## config.mk

```make
export PLATFORM = sky130hd
export DESIGN_NAME = ins_fetch_ctrl
export DESIGN_NICKNAME = d
export VERILOG_FILES = /design/src/rtl/cpu_pkg.sv /design/src/rtl/ins_fetch_ctrl_pc_reg.sv /design/src/rtl/ins_fetch_ctrl.sv
export SDC_FILE = /design/constraint.sdc
export NUM_CORES = 1
export LEC_CHECK = 0
export BUFFER_PORTS_ARGS = -buffer_cell sky130_fd_sc_hd__buf_2
export CAP_MARGIN = 5
export CORE_UTILIZATION = 30
export DETAILED_ROUTE_END_ITERATION = 8
export GPL_ROUTABILITY_DRIVEN = 0
export PLACE_DENSITY = 0.56
export SETUP_SLACK_MARGIN = 0.3
export SYNTH_ARGS = -nofsm -noshare
export SYNTH_HDL_FRONTEND = slang
export SYNTH_SLANG_ARGS = --single-unit
export TNS_END_PERCENT = 100
```

## constraint.sdc

```tcl
create_clock -name clk -period 6.2 [get_ports clk]
set_clock_uncertainty 0.15 [all_clocks]
set_input_delay 1.24 -clock clk [delete_from_list [all_inputs] [get_ports clk]]
set_output_delay 1.24 -clock clk [all_outputs]
set_load 0.1 [all_outputs]
```

## src/rtl/cpu_pkg.sv

```systemverilog
// Shared CPU definitions: instruction field layout, byte-field codes,
// fetch sequencer states and opcode constants.
package cpu_pkg;

    // Instruction word field positions
    localparam int MODE_HI   = 15;
    localparam int MODE_LO   = 14;
    localparam int BYTE_HI   = 13;
    localparam int BYTE_LO   = 12;
    localparam int OPC_HI    = 11;
    localparam int OPC_LO    = 8;
    localparam int OP1_HI    = 7;
    localparam int OP1_LO    = 5;
    localparam int OP2_HI    = 4;
    localparam int OP2_LO    = 2;
    localparam int OPTYPE_HI = 1;
    localparam int OPTYPE_LO = 0;

    // Byte-field codes: how many words the instruction occupies
    localparam logic [1:0] BYTE_ONE_WORD = 2'b01;
    localparam logic [1:0] BYTE_TWO_WORD = 2'b10;

    // Opcode constants shared with the decoder
    localparam logic [3:0] OPC_ADD = 4'h0;
    localparam logic [3:0] OPC_SUB = 4'h1;
    localparam logic [3:0] OPC_XOR = 4'h2;
    localparam logic [3:0] OPC_AND = 4'h3;
    localparam logic [3:0] OPC_MOV = 4'hB;
    localparam logic [3:0] OPC_MVI = 4'hC;
    localparam logic [3:0] OPC_LDA = 4'hD;

    typedef enum logic [1:0] {
        ST_IDLE    = 2'd0,
        ST_FETCH_A = 2'd1,
        ST_FETCH_B = 2'd2,
        ST_PRESENT = 2'd3
    } fetch_state_t;

    // Extract the byte (length) field of an instruction word
    function automatic logic [1:0] byte_field(input logic [15:0] word);
        return word[BYTE_HI:BYTE_LO];
    endfunction

endpackage

```

## src/rtl/ins_fetch_ctrl_pc_reg.sv

```systemverilog
// Program counter: 16-bit, wraps modulo 2^16, load beats increment.
module pc_reg #(
    parameter logic [15:0] RESET_PC = 16'h0000
) (
    input  logic        clk,
    input  logic        rst_n,
    input  logic        load,
    input  logic [15:0] load_addr,
    input  logic        inc,
    output logic [15:0] pc
);

    // PC update: redirect target has priority over sequential advance
    always_ff @(posedge clk or negedge rst_n) begin
        if (!rst_n)
            pc <= RESET_PC;
        else if (load)
            pc <= load_addr;
        else if (inc)
            pc <= pc + 16'd1;
    end

endmodule

```

## src/rtl/ins_fetch_ctrl.sv

```systemverilog
// Instruction fetch sequencer: drives ROM address from the PC, waits out the
// ROM latency, assembles one/two-word instructions and hands them to the
// decoder over valid/ready. Supports redirect and run/stop.
module ins_fetch_ctrl
    import cpu_pkg::*;
#(
    parameter int          ROM_LAT       = 2,
    parameter logic [15:0] RESET_PC      = 16'h0000,
    parameter logic [1:0]  TWO_WORD_CODE = BYTE_TWO_WORD
) (
    input  logic        clk,
    input  logic        rst_n,
    input  logic        enable,
    output logic [15:0] rom_addr,
    input  logic [15:0] rom_data,
    output logic        ins_valid,
    input  logic        ins_ready,
    output logic [15:0] ins_word,
    output logic [15:0] ins_imm,
    output logic        ins_two_word,
    output logic [15:0] ins_pc,
    input  logic        pc_load,
    input  logic [15:0] pc_load_addr,
    output logic        busy
);

    localparam logic [2:0] LAT_LAST = 3'(ROM_LAT - 1);

    fetch_state_t state, next_state;
    logic [2:0]   lat_cnt;
    logic [15:0]  pc;
    logic         lat_done;
    logic         is_two;
    logic         pc_ld;
    logic         pc_inc;
    logic         lat_clr;
    logic         cap_a;
    logic         cap_b;

    pc_reg #(.RESET_PC(RESET_PC)) u_pc (
        .clk       (clk),
        .rst_n     (rst_n),
        .load      (pc_ld),
        .load_addr (pc_load_addr),
        .inc       (pc_inc),
        .pc        (pc)
    );

    assign rom_addr  = pc;
    assign lat_done  = (lat_cnt == LAT_LAST);
    assign is_two    = (byte_field(rom_data) == TWO_WORD_CODE);
    assign ins_valid = (state == ST_PRESENT);
    assign busy      = (state != ST_IDLE);

    // State register
    always_ff @(posedge clk or negedge rst_n) begin
        if (!rst_n)
            state <= ST_IDLE;
        else
            state <= next_state;
    end

    // Next-state and control strobes; redirect outranks capture and handoff
    always_comb begin
        next_state = state;
        pc_ld      = 1'b0;
        pc_inc     = 1'b0;
        lat_clr    = 1'b0;
        cap_a      = 1'b0;
        cap_b      = 1'b0;
        case (state)
            ST_IDLE: begin
                if (pc_load) begin
                    pc_ld = 1'b1;
                end else if (enable) begin
                    next_state = ST_FETCH_A;
                    lat_clr    = 1'b1;
                end
            end
            ST_FETCH_A: begin
                if (pc_load) begin
                    pc_ld      = 1'b1;
                    lat_clr    = 1'b1;
                    next_state = ST_FETCH_A;
                end else if (lat_done) begin
                    cap_a      = 1'b1;
                    pc_inc     = 1'b1;
                    lat_clr    = 1'b1;
                    next_state = is_two ? ST_FETCH_B : ST_PRESENT;
                end
            end
            ST_FETCH_B: begin
                if (pc_load) begin
                    pc_ld      = 1'b1;
                    lat_clr    = 1'b1;
                    next_state = ST_FETCH_A;
                end else if (lat_done) begin
                    cap_b      = 1'b1;
                    pc_inc     = 1'b1;
                    lat_clr    = 1'b1;
                    next_state = ST_PRESENT;
                end
            end
            ST_PRESENT: begin
                // A simultaneous handshake is consumed; redirect then wins
                if (pc_load) begin
                    pc_ld      = 1'b1;
                    lat_clr    = 1'b1;
                    next_state = ST_FETCH_A;
                end else if (ins_ready) begin
                    lat_clr    = 1'b1;
                    next_state = enable ? ST_FETCH_A : ST_IDLE;
                end
            end
            default: next_state = ST_IDLE;
        endcase
    end

    // ROM latency counter, runs only while a word is in flight
    always_ff @(posedge clk or negedge rst_n) begin
        if (!rst_n)
            lat_cnt <= 3'd0;
        else if (lat_clr)
            lat_cnt <= 3'd0;
        else if (state == ST_FETCH_A || state == ST_FETCH_B)
            lat_cnt <= lat_cnt + 3'd1;
    end

    // Instruction holding registers, stable through PRESENT
    always_ff @(posedge clk or negedge rst_n) begin
        if (!rst_n) begin
            ins_word     <= 16'h0000;
            ins_imm      <= 16'h0000;
            ins_two_word <= 1'b0;
            ins_pc       <= 16'h0000;
        end else if (cap_a) begin
            ins_word <= rom_data;
            ins_pc   <= pc;
            if (!is_two) begin
                ins_imm      <= 16'h0000;
                ins_two_word <= 1'b0;
            end
        end else if (cap_b) begin
            ins_imm      <= rom_data;
            ins_two_word <= 1'b1;
        end
    end

endmodule

```

==> flow_metrics.env <==
export IMPL_status="completed"
export IMPL_wire_length_of_the_first_global_routing_pass_um=12800
export IMPL_final_common_cell="nand2_1"
export IMPL_drt_drc_violations_left=0
export IMPL_synth_xor_area_share_pct=3.58
export IMPL_layoutNonFillerInstCount=592
export IMPL_clock_root_buffer="clkbuf_8"
export IMPL_cp_capture_type="register"
export IMPL_async_flop_share_pct=100
export IMPL_dp_slack_ps=2790
export IMPL_post_synth_inst_count=352
export IMPL_worst_path_arrival_ps=3040
export IMPL_grt_start_max_net_pins=71
export IMPL_finalSetupTns_ps=0
export IMPL_rsz0062_at_grt="no"
export IMPL_wl_per_cell_um=13.6
export IMPL_postSynthNetCount=397
export IMPL_cts_sink_count=70
export IMPL_criticalPathCategory="in -> reg"
export IMPL_area_after_dpl_sq_um=3830
export IMPL_postLayoutSetupSlackWorst_ps=3170
export IMPL_antenna_cells_inserted=0
export IMPL_final_area_sq_um=4050
export IMPL_tritoncts_clock_tree="built"
export IMPL_io_pins=104
export IMPL_cell_chain_of_the_critical_path="buf_2 -> o21bai_1 -> a311oi_4 -> o21ai_0"
export IMPL_yosys_mux_area_fraction_pct=0.983
export IMPL_synth_top_family_by_area="simple AND/OR/NAND/NOR gates"
export IMPL_synthesis_area_per_instance_sq_um=9.04
export IMPL_post_cts_hold_buffer_count=0
export IMPL_postCtsSetupBuffers=0
export IMPL_yosysTopAreaCellShare_pct=55.1
export IMPL_ys_seq_area_share_pct=55.1
export IMPL_critical_path_startpoint_type="primary input"
export IMPL_overflow=0
export IMPL_maximum_capacitance_violations=0
export IMPL_fp_dieH_um=105
export IMPL_cts_resized_gates=0
export IMPL_timing_slew_headroom_pct=18.1
export IMPL_measured_slew_at_the_worst_slew_check_pin_ps=1230
export IMPL_wirelength_um=8050
export IMPL_final_antenna_net_count=0
export IMPL_area_growth_synth_to_final_pct=27.3
export IMPL_regToRegStartpoint="lat_cnt[1]"
export IMPL_timing_critical_path_slowest_stage_cell="a311oi_4"
export IMPL_fraction_of_the_mapped_netlist_area_in_simple_logic_gates_pct=23.6
export IMPL_start_util_pct=30.8
export IMPL_multiInputGateArea_sq_um=1290
export IMPL_critical_path_peak_fanout=34
export IMPL_numCtsBuffers=9
export IMPL_yosysWarnings=0
export IMPL_ys_types=41
export IMPL_die_x_um=105
export IMPL_number_of_setup_violations_in_the_final_report=0
export IMPL_first_global_vias=2528
export IMPL_placementRows=37
export IMPL_postSynth_topFlopCell="dfrtp_1"
export IMPL_vias_per_cell=4.54
export IMPL_first_pass_iters=4
export IMPL_layout_cells_most_common_list="nand2_1, buf_2, dfrtp_1"
export IMPL_dominant_cell_type_by_area_after_synthesis="dfrtp_1"
export IMPL_placedCellCount=576
export IMPL_flip_flop_and_latch_count_after_synthesis=70
export IMPL_route_vias_total=2687
export IMPL_ys_top_cells_by_area="dfrtp_1, nand2_1, o21ai_0"
export IMPL_synth_enable_flop_cells=0
export IMPL_clk_pin_slew_ps=70
export IMPL_worst_path_largest_cell_delay_ps=1010
export IMPL_achievable_frequency_mhz=330
export IMPL_timing_critical_path_from="pc_load"
export IMPL_io_buffers=103
export IMPL_syn_cell_area_sq_um=3180
export IMPL_worst_hold_path_class="reg -> reg"
export IMPL_synth_adder_area_share_pct=3.15
export IMPL_cts_htree_levels=3
export IMPL_number_of_nets_in_the_layout=496
export IMPL_critPathRequiredTime_ps=6210
export IMPL_seqCellArea_sq_um=1750
export IMPL_report_final_slew_viol_count=0
export IMPL_dp_hpwl_um=5470
export IMPL_detail_route_iter0_violations=146
export IMPL_filler_cell_count=1066
export IMPL_dieArea_sq_um=11000
export IMPL_design_core_area_sq_um=10300
export IMPL_antenna_found_initial=0
export IMPL_timing_hold_worst_start="ins_word[0]"
export IMPL_timing_final_hold_violations=0
export IMPL_fin_crit_sh_pct=48.9
export IMPL_share_of_layout_cells_above_drive_strength_1_pct=27.4
export IMPL_cts_path_max_buffers=2
export IMPL_synth_compound_area_share_pct=8.73
export IMPL_clock_latency_ps=340
export IMPL_period_needed_ps=3030
export IMPL_grt_util_all_layers_pct=14.9
## metrics by stage
stage,util [%],hold slack [ps]
3_3_place_gp,37.1,303
3_5_place_dp,37.1,307
5_1_grt,39.2,342
4_1_cts,39.2,326
2_1_floorplan,-,384
6_report,39.2,322
## cell families after synthesis
logic type	after synthesis
AOI/OAI and AO/OA	48
xor gates and xnor gates	13
adders and majority gates	8
buffers and inverters	41
DFF	70
muxes	3
and+or+nand+nor	169
## path summary, 6_finish.rpt
kind | slack (ps) | cells after the start | endpoint
worst max-delay path | 3170 | 4 | ins_imm[2]
worst min-delay path | 320 | 2 | ins_word[0]
worst max register to register | 3340 | 6 | ins_imm[15]
worst min register to register | 320 | 2 | ins_word[0]
max in group asynchronous | 4370 | 2 | ins_pc[7]
min in group asynchronous | 940 | 2 | u_pc.pc[12]
## layer usage
metal	track usage, %	vias to the layer above	wire (um)
met5	0	-	0
met2	21.7	83	3440
met3	4.37	10	539
met1	21.2	1248	3980
li1	-	1346	-
met4	4.63	0	79
## critical path, delay by kind of cell
| family | cells | cell delay (ps) |
|---|---|---|
| AOI/OAI and AO/OA | 3 | 1540 |
| buffers and inverters | 1 | 260 |
## layout make-up
| type | count | area share, % |
|---|---|---|
| Multi-Input combinational cell | 241 | 31.8 |
| Clock inverter | 7 | 2.38 |
| Tap cell | 136 | 4.20 |
| Inverter | 25 | 2.32 |
| Clock buffer | 9 | 3.06 |
| Sequential cell | 70 | 43.3 |
| Timing Repair Buffer | 104 | 12.9 |
## cells in the mapped netlist (2+ instances only)
cell type / count
a31oi_1: 3
and3_1: 2
buf_2: 2
clkbuf_1: 14
dfrtp_1: 70
ha_1: 8
inv_1: 24
mux2i_1: 2
nand2_1: 109
nand2b_1: 2
nand3_1: 25
nand4_1: 2
nor2_1: 10
nor3_1: 6
o21a_1: 2
o21ai_0: 33
or3_1: 2
or4_1: 2
xnor2_1: 10
xor2_1: 3
Power is not shown: default switching activity piles up to over one toggle a cycle in this logic, so the estimate is an artifact.
